File: src/rtl/seq_det_pkg.sv
`default_nettype none
// ============================================================================
// Module   : seq_det_pkg
// Purpose  : Shared state encoding, default sizing and detector pattern.
// Revision : 1.0
// ============================================================================
package seq_det_pkg;

    typedef logic [1:0] state_t;

    localparam state_t IDLE  = 2'd0;
    localparam state_t SHIFT = 2'd1;
    localparam state_t DRAIN = 2'd2;
    localparam state_t DONE  = 2'd3;

    localparam int DEF_WIDTH   = 8;
    localparam int DEF_CNT_W   = 4;
    localparam int DEF_DET_LAT = 1;

    localparam logic [2:0] PATTERN = 3'b110;

    // Cycle counter must reach WIDTH+DET_LAT-1 without wrapping.
    function automatic int cnt_width(input int width, input int det_lat);
        return $clog2(width + det_lat + 1);
    endfunction

endpackage
`default_nettype wire

File: src/rtl/bit_serializer.sv
`default_nettype none
// ============================================================================
// Module   : bit_serializer
// Purpose  : Parallel-load shift register, MSB-first serial output, 0 shifted in.
// Revision : 1.0
// ============================================================================
module bit_serializer
    import seq_det_pkg::*;
#(
    parameter int WIDTH = DEF_WIDTH
) (
    input  logic             clk,
    input  logic             rst_n,
    input  logic             load,
    input  logic             shift,
    input  logic [WIDTH-1:0] din,
    output logic             sout
);

    logic [WIDTH-1:0] r_sreg;

    always_ff @(posedge clk or negedge rst_n) begin
        if (!rst_n) begin
            r_sreg <= '0;
        end else if (load) begin
            r_sreg <= din;
        end else if (shift) begin
            r_sreg <= {r_sreg[WIDTH-2:0], 1'b0};
        end
    end

    assign sout = r_sreg[WIDTH-1];

endmodule
`default_nettype wire

File: src/rtl/seq_det_ctrl.sv
`default_nettype none
// ============================================================================
// Module   : seq_det_ctrl
// Purpose  : Serializes a job word into a Seq_Det instance and counts its hits.
// Revision : 1.0
// ============================================================================
module seq_det_ctrl
    import seq_det_pkg::*;
#(
    parameter int WIDTH   = DEF_WIDTH,
    parameter int CNT_W   = DEF_CNT_W,
    parameter int DET_LAT = DEF_DET_LAT
) (
    input  logic             Clk,
    input  logic             Rst,
    input  logic             start,
    input  logic [WIDTH-1:0] data,
    output logic             busy,
    output logic             done,
    output logic [CNT_W-1:0] hits,
    output logic             det_b,
    output logic             det_rst,
    input  logic             det_w
);

    localparam int CW = cnt_width(WIDTH, DET_LAT);

    localparam logic [CW-1:0]    C_SHIFT_LAST = CW'(WIDTH - 1);
    localparam logic [CW-1:0]    C_WIN_FIRST  = CW'(DET_LAT);
    localparam logic [CW-1:0]    C_WIN_LAST   = CW'(WIDTH + DET_LAT - 1);
    localparam logic [CNT_W-1:0] C_HIT_MAX    = '1;

    state_t          r_state;
    logic [CW-1:0]   r_cnt;
    logic            w_accept;
    logic            w_shift;
    logic            w_in_window;

    assign w_accept    = (r_state == IDLE) && start;
    assign w_shift     = (r_state == SHIFT);
    assign w_in_window = ((r_state == SHIFT) || (r_state == DRAIN)) &&
                         (r_cnt >= C_WIN_FIRST) && (r_cnt <= C_WIN_LAST);

    // The register drains to zero after WIDTH shifts, so its MSB is 0 in DRAIN/IDLE.
    bit_serializer #(
        .WIDTH (WIDTH)
    ) u_ser (
        .clk   (Clk),
        .rst_n (Rst),
        .load  (w_accept),
        .shift (w_shift),
        .din   (data),
        .sout  (det_b)
    );

    always_ff @(posedge Clk or negedge Rst) begin
        if (!Rst) begin
            r_state <= IDLE;
            r_cnt   <= '0;
            hits    <= '0;
            busy    <= 1'b0;
            done    <= 1'b0;
            det_rst <= 1'b1;
        end else begin
            done <= 1'b0;
            case (r_state)
                IDLE: begin
                    if (start) begin
                        r_state <= SHIFT;
                        r_cnt   <= '0;
                        hits    <= '0;
                        busy    <= 1'b1;
                        det_rst <= 1'b0;
                    end
                end
                SHIFT: begin
                    r_cnt <= r_cnt + 1'b1;
                    if (r_cnt == C_SHIFT_LAST) begin
                        r_state <= DRAIN;
                    end
                end
                DRAIN: begin
                    r_cnt <= r_cnt + 1'b1;
                    if (r_cnt == C_WIN_LAST) begin
                        r_state <= DONE;
                        done    <= 1'b1;
                        busy    <= 1'b0;
                        det_rst <= 1'b1;
                    end
                end
                default: begin
                    r_state <= IDLE;
                end
            endcase

            if (w_in_window && det_w && (hits != C_HIT_MAX)) begin
                hits <= hits + 1'b1;
            end
        end
    end

endmodule
`default_nettype wire

File: config.mk
export PLATFORM = sky130hd
export DESIGN_NAME = seq_det_ctrl
export DESIGN_NICKNAME = d
export VERILOG_FILES = /design/src/rtl/seq_det_pkg.sv /design/src/rtl/bit_serializer.sv /design/src/rtl/seq_det_ctrl.sv
export SDC_FILE = /design/constraint.sdc
export NUM_CORES = 1
export LEC_CHECK = 0
export CORE_UTILIZATION = 40
export CTS_CLUSTER_DIAMETER = 150
export DETAILED_ROUTE_END_ITERATION = 6
export PLACE_DENSITY = 0.73
export SYNTH_ARGS = -nofsm -noshare
export SYNTH_HDL_FRONTEND = slang
export SYNTH_SLANG_ARGS = --single-unit
export TNS_END_PERCENT = 20
File: constraint.sdc
create_clock -name Clk -period 1.6 [get_ports Clk]
set_clock_uncertainty 0.2 [all_clocks]
set_input_delay 0.24 -clock Clk [delete_from_list [all_inputs] [get_ports Clk]]
set_output_delay 0.24 -clock Clk [all_outputs]
set_load 0.03 [all_outputs]
==> results of run 1 <==
[state kept, by name, indices dropped and copies added (netlist names)]
name / count
hits: 4
busy: 1
u_ser.r_sreg: 8
done: 1
det_rst: 1
r_state: 2
r_cnt: 4
[repair_timing]
item                       4_1_cts  5_1_grt
gates resized for setup         11       26
pin swaps                        1        8
buffers inserted                 0        1
cloned                           0        1
setup endpoints to repair       24       22
[cells by family (layout without fill, tap and decap cells)]
logic type,count (synthesis),in the layout,share of synthesized area (%)
and+or+nand+nor,38,38,15.7
AOI/OAI and AO/OA,26,26,13.9
DFF,21,21,44.6
muxes,14,14,12.0
buffers and inverters,13,52,4.98
adders and majority gates,7,7,7.41
xor gates and xnor gates,2,2,1.48
[placed cells by master (no fill, tap or decap), types with 5 or more instances in the layout]
| cell type | Yosys | final |
|---|---|---|
| inv_2 | 0 | 5 |
| nor2_1 | 10 | 10 |
| buf_4 | 1 | 20 |
| a21oi_1 | 11 | 11 |
| clkdlybuf4s50_1 | 0 | 11 |
| dfrtp_1 | 20 | 20 |
| mux2i_1 | 13 | 12 |
| nand2_1 | 11 | 8 |
| dlygate4sd2_1 | 0 | 5 |
[through the flow]
step | instance area (um2) | TNS [ns] | util, % | hold slack, ns | instances
after floorplan | 1190 | -0.0698 | - | -0.256 | 121
after global placement | 1530 | -0.132 | 55.0 | 0.299 | 185
after detailed placement | 1530 | -0.529 | 55.0 | 0.311 | 185
after CTS | 1560 | -0.628 | 55.9 | 0.0784 | 189
after global routing | 1640 | -0.746 | 59.1 | 0.0816 | 191
final | 1640 | -0.289 | 59.1 | 0.0677 | 191
[routing by layer]
layer  vias to the layer above  wire (um)  GRT usage, %  share of wire [%]
met5                         -          0             0                  0
met4                         0         38          5.57                1.4
met3                         4         85          4.38                3.2
met2                        25       1400          30.3                 53
met1                       479       1100          21.0                 42
li1                        497          -             -                  -
[path summary, 6_finish.rpt]
kind,from,end,slack [ns]
max in group asynchronous,Rst,det_rst$_DFFE_PN1P_,0.86
hold / removal,Rst,r_cnt[0]$_DFFE_PN0P_,0.07
setup / recovery,r_cnt[1]$_DFFE_PN0P_,r_state[1]$_DFFE_PN0P_,-0.09
setup reg to reg,r_cnt[1]$_DFFE_PN0P_,r_state[1]$_DFFE_PN0P_,-0.09
hold reg to reg,det_rst$_DFFE_PN1P_,det_rst$_DFFE_PN1P_,0.32
min in group Clk,data[0],u_ser.r_sreg[0]$_DFFE_PN0P_,0.30
[power groups by stage]
| stage | sequential, mW | clock, mW | combinational (mW) |
|---|---|---|---|
| 6_report | 0.956 | 0.254 | 2.24 |
| 5_1_grt | 0.987 | 0.291 | 2.46 |
| 3_5_place_dp | 0.953 | 0 | 1.91 |
| 2_1_floorplan | 1.07 | 0 | 1.10 |
| 4_1_cts | 0.943 | 0.259 | 1.90 |
| 3_3_place_gp | 0.935 | 0 | 1.84 |
[cell type report]
type / count / area [um2]
fillers: 246 / 1140
repair buffers: 41 / 348
multi-input cells: 87 / 677
well taps: 31 / 38.8
inverters: 7 / 26.3
clock buffers: 4 / 26.3
flip-flops and latches: 21 / 527
==> metrics.yaml, run 1 <==
outcome: "finished with violations"
failed_checks: "setup timing"
start_util_pct: 42.5
slew_headroom_pct: 78.0
timing.critical_path.buf_inv: 1
synth-edff-count: 0
cts.sinks: 21
reg2reg_depth: 6
setup_ws_ns: -0.0885
portBuffers: 19
viasPerCell: 5.26
diodes: 0
grt_max_degree: 22
hold_viol_final: 0
fp.dieH_um: 56.3
syn_avg_cell_area_um2: 9.76
cp-start-kind: "flip-flop"
crit_path_top_delay_cell: "dfrtp_1"
p_switching_mw: 1.45
row_count: 19
drive_gt1_share_pct: 31.9
cts-root-buf: "clkbuf_4"
clockBufferDepth: 2
p_per_area_mw_per_mm2: 2100
grt.total_usage_pct: 17.4
synth_nets: 140
synthFlopType: "dfrtp_1"
worstMarginPinSlew_ns: 0.329
crit_cells: 6
cts_max_level: 1
dp_hpwl_um: 1930
synth_seq_cells: 21
period_share_pct: 106
yosysTopAreaCell: "dfrtp_1"
rsz0062_at_grt: "true"
swShare_pct: 41.9
routed-via-count: 1005
drt-wirelength-per-cell_um: 13.8
yosys_warnings: 0
drv_slew: 0
path_class: "reg -> reg"
layout.nets: 180
design.core.area_mm2: 0.00278
cp.required_ns: 1.63
synth-async-reset-ratio_pct: 100
synth-seq-area-share_pct: 44.6
fmax_mhz: 592
drt_iter0_drc: 19
maxCapViolations: 0
peakVddDrop_mv: 1.12
drt-total-wl_um: 2630
power_frac_clock_pct: 7.4
synth.top_cells.by_count: "20 x dfrtp_1, 13 x mux2i_1, 11 x a21oi_1, 11 x nand2_1, 10 x nor2_1"
drc: 0
synth.distinct_cells: 30
dieWidth_um: 56.3
slowest_delay_ns: 0.41
crit_path_cell_trace: "inv_2 > ha_4 > nor2b_4 > nand2_2 > a221oi_4 > mux2i_1"
yosys.area.top_type_share_pct: 42.4
worstPathMaxFanout: 3
end_kind: "flip-flop"
yosysMostFrequentCell: "dfrtp_1"
place_ws_ns: -0.114
dr.pass1.iters: 4
synthCells: 121
path_clk_slew_ns: 0.11
cts_made_buffers: 3
syn_area_mm2: 0.00118
p_int_mw: 2.00
p_comb_share_pct: 64.9
grt_antenna_before_repair: 0
min_period_ns: 1.69
power_mw: 3.45
path_delay_family: "flip-flops"
die_area_mm2: 0.00317
final_antenna_net_count: 0
p_leak_nw: 0.771
worst_ep_arrival_time_ns: 1.72
yosys-top-cells-area: "dfrtp_1 42%, mux2i_1 11%, ha_1 7.4%"
setup_viol: 6
cts_tree: "built"
grt_pass1_wl_um: 4350
routabilityCongestion: 0.806
pin_count: 20
grt_pass1_vias: 984
area_delta_synth_final_pct: 39.1
seqPwrFrac_pct: 27.7
overflow: 0
worstSkewPairLatency_ns: 0.30
ctsHoldBuffers: 0
hp-class: "in -> async"
No activity file was read; power rests on OpenSTA's default activity.
==> inputs of run 2 (changes only) <==
--- a/config.mk
+++ b/config.mk
@@ -5,10 +5,11 @@
 export SDC_FILE = /design/constraint.sdc
 export NUM_CORES = 1
 export LEC_CHECK = 0
-export CORE_UTILIZATION = 40
+export CORE_UTILIZATION = 46
 export CTS_CLUSTER_DIAMETER = 150
 export DETAILED_ROUTE_END_ITERATION = 6
-export PLACE_DENSITY = 0.73
+export HOLD_SLACK_MARGIN = 0.05
+export PLACE_DENSITY = 0.81
 export SYNTH_ARGS = -nofsm -noshare
 export SYNTH_HDL_FRONTEND = slang
 export SYNTH_SLANG_ARGS = --single-unit
==> run 2 against run 1 <==
The flow still finishes with violations (setup timing). Critical endpoint unchanged. Highest routed layer unchanged. Die area fell by 13%. Final cell count fell by 1.6%. First-iteration DRC count fell by 5.3%.
==> metrics.yaml, run 2 (same netlist as run 1, synthesis figures left out) <==
layout.nets: 180  # unchanged
timing.critical_path.buf_inv: 1  # unchanged
dr.pass1.iters: 4  # unchanged
drt-wirelength-per-cell_um: 13.9  # +0.86%
grt_pass1_vias: 977  # -0.71%
worstSkewPairLatency_ns: 0.31  # about the same
hold_viol_final: 0  # unchanged
fmax_mhz: 579  # -2.2%
worstPathMaxFanout: 3  # unchanged
cp.required_ns: 1.64  # about the same
pin_count: 20  # unchanged
p_per_area_mw_per_mm2: 2110  # +0.59%
design.core.area_mm2: 0.00232  # -17%
grt.total_usage_pct: 21.5  # +4.1 points
p_leak_nw: 0.776  # +0.54%
row_count: 17  # -2
viasPerCell: 5.26  # about the same
cts_tree: "built"
failed_checks: "setup timing"
peakVddDrop_mv: 1.27  # +13%
drt-total-wl_um: 2610  # -0.72%
maxCapViolations: 0  # unchanged
min_period_ns: 1.73  # +0.0377 ns
grt_max_degree: 22  # unchanged
portBuffers: 19  # unchanged
top_register: "u_ser.r_sreg"
rsz0062_at_grt: "true"
largest_register_ff_count: 8  # unchanged
cts-root-buf: "clkbuf_4"
period_share_pct: 108  # +2.4 points
outcome: "finished with violations"
end_kind: "flip-flop"
crit_path_cell_trace: "inv_2 > ha_4 > nor2b_4 > nand2_2 > a221oi_4 > mux2i_1"
setup_ws_ns: -0.126  # -0.0377 ns
setup_viol: 6  # unchanged
cts_max_level: 1  # unchanged
p_switching_mw: 1.45  # +0.40%
drc: 0  # unchanged
cts.sinks: 21  # unchanged
die_area_mm2: 0.00277  # -13%
crit_path_top_delay_cell: "dfrtp_1"
routed-via-count: 989  # -1.6%
cp-start-kind: "flip-flop"
fin_util_pct: 71.4  # +12 points
drt_iter0_drc: 18  # -1
dieWidth_um: 52.7  # -6.5%
clockBufferDepth: 2  # unchanged
overflow: 0  # unchanged
dp_hpwl_um: 1870  # -3.4%
area_delta_synth_final_pct: 40.1
grt_antenna_before_repair: 0  # unchanged
drive_gt1_share_pct: 28.7  # -3.1 points
slowest_delay_ns: 0.42  # about the same
p_int_mw: 2.04  # +2.0%
path_delay_family: "flip-flops"
fp.dieH_um: 52.7  # -6.5%
swShare_pct: 41.5  # -0.39 points
grt_pass1_wl_um: 4300  # -1.1%
final_cell_mix: "20 x dfrtp_1, 20 x buf_4, 12 x mux2i_1"
seqPwrFrac_pct: 27.2  # -0.5 points
path_class: "reg -> reg"
cts_made_buffers: 3  # unchanged
routabilityCongestion: 0.806  # about the same
worst_ep_arrival_time_ns: 1.76  # +0.04 ns
hp-class: "in -> reg"
power_frac_clock_pct: 7.5  # about the same
final_antenna_net_count: 0  # unchanged
start_util_pct: 50.9  # +8.5 points
place_ws_ns: -0.125  # -0.0109 ns
diodes: 0  # unchanged
path_clk_slew_ns: 0.12  # about the same
top_regs: "u_ser.r_sreg (8), hits (4), r_cnt (4)"
drv_slew: 0  # unchanged
slew_headroom_pct: 79.3  # +1.2 points
worstMarginPinSlew_ns: 0.312  # -0.0172 ns
p_comb_share_pct: 65.3  # +0.4 points
==> run 2: worst paths after layout <==
kind	startpoint	cells after the start	slack [ns]	endpoint
worst max-delay path	r_cnt[1]$_DFFE_PN0P_	6	-0.13	r_state[1]$_DFFE_PN0P_
worst min-delay path	data[0]	3	0.29	u_ser.r_sreg[0]$_DFFE_PN0P_
worst max register to register	r_cnt[1]$_DFFE_PN0P_	6	-0.13	r_state[1]$_DFFE_PN0P_
worst min register to register	det_rst$_DFFE_PN1P_	2	0.35	det_rst$_DFFE_PN1P_
max in group asynchronous	Rst	3	0.34	det_rst$_DFFE_PN1P_
min in group asynchronous	Rst	3	0.60	done$_DFF_PN0_
==> run 2: per-layer routing <==
| layer | up-vias | wire length, um | part of all wire [%] | track usage, % |
|---|---|---|---|---|
| met4 | 0 | 26 | 1.0 | 8.77 |
| met5 | - | 0 | 0 | 0 |
| met3 | 4 | 84 | 3.2 | 3.77 |
| met1 | 465 | 1140 | 44 | 26.9 |
| li1 | 496 | - | - | - |
| met2 | 24 | 1360 | 52 | 36.3 |
==> run 2: area by class of cell <==
class	instances	area [um2]
Clock buffer	3	22.5
Clock inverter	1	5.00
Fill cell	176	663
Inverter	7	26.3
Multi-Input combinational cell	87	673
Sequential cell	21	527
Tap cell	28	35.0
Timing Repair Buffer	41	367
==> run 2: stage by stage <==
step | hold WS (ns) | area [um2] | std cells | setup TNS, ns | total power, mW
6_report | 0.290 | 1660 | 188 | -0.490 | 3.49
5_1_grt | 0.285 | 1660 | 188 | -1.08 | 3.79
4_1_cts | 0.282 | 1570 | 185 | -0.869 | 3.19
2_1_floorplan | -0.256 | 1190 | 121 | -0.0698 | 2.17
3_5_place_dp | 0.338 | 1520 | 180 | -0.648 | 2.92
3_3_place_gp | 0.300 | 1520 | 180 | -0.0843 | 2.81
==> run 2: power groups by stage <==
| stage | clock network [mW] | registers [mW] | logic (mW) |
|---|---|---|---|
| 6_report | 0.262 | 0.949 | 2.28 |
| 5_1_grt | 0.297 | 0.979 | 2.51 |
| 4_1_cts | 0.275 | 0.939 | 1.98 |
| 3_5_place_dp | 0 | 0.945 | 1.97 |
| 3_3_place_gp | 0 | 0.931 | 1.88 |
| 2_1_floorplan | 0 | 1.07 | 1.10 |
==> run 2: what timing repair did <==
action,4_1_cts,5_1_grt
endpoints found under the setup margin,23,20
pin swaps,3,3
hold endpoints to repair,1,0
resized for setup,12,19
hold buffers,1,0
setup buffers,0,3
==> run 2: worst reg2reg max path, delay by kind of cell, from the launching register on <==
family | cells | cell delay, ns
DFF | 1 | 0.42
adders and majority gates | 1 | 0.12
AOI/OAI and AO/OA | 1 | 0.33
buffers and inverters | 1 | 0.08
and+or+nand+nor | 2 | 0.27
muxes | 1 | 0.24
==> inputs of run 3 (changes only) <==
--- a/config.mk
+++ b/config.mk
@@ -5,12 +5,13 @@
 export SDC_FILE = /design/constraint.sdc
 export NUM_CORES = 1
 export LEC_CHECK = 0
-export CORE_UTILIZATION = 46
+export CORE_UTILIZATION = 50
 export CTS_CLUSTER_DIAMETER = 150
 export DETAILED_ROUTE_END_ITERATION = 6
 export HOLD_SLACK_MARGIN = 0.05
-export PLACE_DENSITY = 0.81
+export PLACE_DENSITY = 0.84
 export SYNTH_ARGS = -nofsm -noshare
 export SYNTH_HDL_FRONTEND = slang
+export SYNTH_HIERARCHICAL = 1
 export SYNTH_SLANG_ARGS = --single-unit
 export TNS_END_PERCENT = 20
==> constraint.sdc (replaced) <==
create_clock -name Clk -period 1.9 [get_ports Clk]
set_clock_uncertainty 0.2 [all_clocks]
set_input_delay 0.285 -clock Clk [delete_from_list [all_inputs] [get_ports Clk]]
set_output_delay 0.285 -clock Clk [all_outputs]
set_load 0.03 [all_outputs]
==> run 3 against run 2 <==
Global-route usage shrank 2.4 points. The flow now finishes without violations. Core utilization shrank 6.3 points. Critical path depth is the same. Highest routed layer unchanged. Worst hold slack lost 0.18 ns. Sequential power shrank 15%. Clock power shrank 21%. Die area shrank 9.8%. Register-to-register slack gained 0.20 ns.
==> metrics.yaml, run 3 <==
multi_input_area_um2: 573  # -15%
design.core.area_mm2: 0.00219  # -5.5%
routabilityCongestion: 0.800  # -0.72%
regArea_um2: 527  # unchanged
area_delta_synth_final_pct: 23.5
cp-start-kind: "flip-flop"
reg2reg_depth: 6  # unchanged
peakVddDrop_mv: 0.788  # -38%
yosysMostFrequentCell: "dfrtp_1"
fmax_mhz: 549  # -5.3%
cts-root-buf: "clkbuf_4"
p_comb_share_pct: 55.4  # -9.9 points
swShare_pct: 41.9  # +0.39 points
synth.distinct_cells: 35  # +17%
maxCapViolations: 0  # unchanged
fp.dieH_um: 50.0  # -5.0%
final_antenna_net_count: 0  # unchanged
r2r_start: "r_cnt[0]$_DFFE_PN0P_"
layout.nets: 158  # -12%
drt_iter0_drc: 13  # -5
rsz0062_at_grt: "true"
synth_seq_cells: 21  # unchanged
yosys-top-cells-area: "dfrtp_1 43%, mux2i_1 9.5%, ha_1 7.6%"
timing.rr.end: "hits[2]$_DFFE_PN0P_"
fin_util_pct: 65.0  # -6.3 points
synth-seq-area-share_pct: 45.7  # +1.1 points
overflow: 0  # unchanged
grt_max_degree: 22  # unchanged
design_area_mm2: 0.00143  # -14%
hp-class: "in -> async"
outcome: "completed"
grt_pass1_vias: 831  # -15%
r2r_setup_slack_ns: 0.08  # +0.20 ns
power_frac_clock_pct: 9.1  # +1.6 points
grt_pass1_wl_um: 3620  # -16%
cts_tree: "built"
drt-total-wl_um: 2060  # -21%
min_period_ns: 1.82  # +0.0956 ns
final_cell_mix: "20 x dfrtp_1, 17 x nand2_1, 14 x clkdlybuf4s50_1"
cp.required_ns: 1.90  # +0.26 ns
worstMarginPinSlew_ns: 0.316  # +0.00346 ns
fillers: 172  # -2.3%
synthFlopType: "dfrtp_1"
p_leak_nw: 0.693  # -11%
critical_path.startpoint: "r_cnt[0]$_DFFE_PN0P_"
yosys.area.top_type_share_pct: 43.4  # +1.0 points
period_share_pct: 95.9  # -12 points
diodes: 0  # unchanged
seqPwrFrac_pct: 35.4  # +8.2 points
row_count: 17  # unchanged
synth_nets: 132  # -5.7%
drive_gt1_share_pct: 13.8  # -15 points
largest_register_ff_count: 8  # unchanged
grt_antenna_before_repair: 0  # unchanged
worstSkewPairLatency_ns: 0.30  # about the same
dp_hpwl_um: 1620  # -13%
path_clk_slew_ns: 0.11  # about the same
top_register: "u_ser/r_sreg"
ctsHoldBuffers: 0  # -1
drv_slew: 0  # unchanged
synth-edff-count: 0  # unchanged
die_area_mm2: 0.00250  # -9.8%
p_switching_mw: 0.953  # -34%
synth.top_cells.by_count: "20 x dfrtp_1, 17 x nand2_1, 11 x mux2i_1, 9 x o21ai_1, 8 x inv_1"
cts_made_buffers: 3  # unchanged
end_kind: "flip-flop"
drt-wirelength-per-cell_um: 12.4  # -11%
yosysTopAreaCell: "dfrtp_1"
final_common_cell: "dfrtp_1"
synth-async-reset-ratio_pct: 100  # unchanged
p_per_area_mw_per_mm2: 1600  # -24%
post_cts_buffers: 0  # unchanged
place_ws_ns: 0.0359  # +0.161 ns
slew_headroom_pct: 78.9  # -0.35 points
routed-via-count: 870  # -12%
start_util_pct: 52.7  # +1.7 points
path_class: "reg -> reg"
worst_ep_arrival_time_ns: 1.82  # +0.06 ns
worstPathMaxFanout: 5  # +2
top_regs: "u_ser/r_sreg (8), hits (4), r_cnt (4)"
clockBufferDepth: 2  # unchanged
yosys_warnings: 6  # +6
syn_avg_cell_area_um2: 10.2  # +4.6%
portBuffers: 19  # unchanged
synthCells: 113  # -6.6%
pin_count: 20  # unchanged
grt.total_usage_pct: 19.1  # -2.4 points
cts_max_level: 1  # unchanged
syn_area_mm2: 0.00115  # -2.3%
hold_viol_final: 0  # unchanged
drc: 0  # unchanged
dr.pass1.iters: 3  # -1
placed_area_mm2: 0.00139  # -8.9%
viasPerCell: 5.24  # -0.37%
p_int_mw: 1.32  # -35%
setup_ws_ns: 0.0782  # +0.204 ns
dieWidth_um: 50.0  # -5.0%
cts.sinks: 21  # unchanged
setup_viol: 0  # -6
power_mw: 2.27  # -35%
run 3: changes by cell type in the layout (fill, tap and decap cells not counted), sizes merged, moves of 2 or more:
cell / before / now
o21ai: 7 / 12
nand3b: 3 / 0
nor2: 10 / 3
nand2b: 1 / 3
nand2: 12 / 17
clkdlybuf4s15: 2 / 0
mux2i: 13 / 11
a21oi: 11 / 2
buf: 22 / 6
clkdlybuf4s50: 11 / 14
run 3: how the worst max path moves through the flow:
| stage | endpoint | slack, ns | depth (start not counted) |
|---|---|---|---|
| finish | hits[2]$_DFFE_PN0P_ | 0.08 | 6 |
| global route | r_state[1]$_DFFE_PN0P_ | -0.0004 | 5 |
| CTS | hits[1] | 0.006 | 1 |
| detailed placement | r_state[1]$_DFFE_PN0P_ | 0.04 | 6 |
| global placement | hits[2]$_DFFE_PN0P_ | 0.12 | 6 |
| floorplan | r_state[1]$_DFFE_PN0P_ | 0.17 | 6 |
run 3: cells by family (layout without fill, tap and decap cells):
group,count (synthesis),count (layout),synth area share (%)
AND/OR/NAND/NOR,37,37,16.4
buffers and inverters,12,37,5.64
adder cells (fa/ha/maj),7,7,7.59
multiplexers,12,12,10.5
flip-flops,21,21,45.7
XOR/XNOR,1,1,0.759
AO/OA/AOI/OAI,23,23,13.4
run 3: critical path, cell delays in order (launching register included):
cell,delay [ns]
dfrtp_1,0.44
inv_2,0.08
ha_1,0.16
nor2b_4,0.17
mux2i_2,0.25
nand3_2,0.16
a31o_1,0.25
run 3: power groups by stage:
stage,registers (mW),clock network [mW],logic [mW]
after CTS,0.796,0.215,1.24
final,0.805,0.208,1.26
after floorplan,0.869,0,0.833
after detailed placement,0.807,0,1.25
after global routing,0.831,0.245,1.39
after global placement,0.793,0,1.19
run 3: stage by stage:
step | setup TNS, ns | cells | hold WS, ns
detailed placement | 0 | 162 | 0.314
CTS | 0 | 166 | 0.123
global placement | 0 | 162 | 0.297
floorplan | 0 | 113 | -0.211
global route | -0.000443 | 166 | 0.140
finish | 0 | 166 | 0.115
run 3: cell type report:
class,instances,share of cell area [%]
Tap cell,28,2.46
Clock inverter,1,0.351
Sequential cell,21,37.0
Clock buffer,3,1.58
Inverter,8,2.11
Multi-Input combinational cell,80,40.2
Timing Repair Buffer,25,16.3
run 3: per-layer routing:
| layer | global-route usage [%] | vias to the layer above | share of wire (%) |
|---|---|---|---|
| met1 | 24.1 | 412 | 46 |
| met4 | 7.14 | 0 | 1.1 |
| met2 | 33.3 | 14 | 50 |
| met3 | 1.85 | 4 | 3.4 |
| li1 | - | 440 | - |
| met5 | 0 | - | 0 |
run 3: repair_timing:
item | in CTS | in global routing
pin swaps | 0 | 1
setup endpoints to repair | 4 | 7
resized for setup | 4 | 6
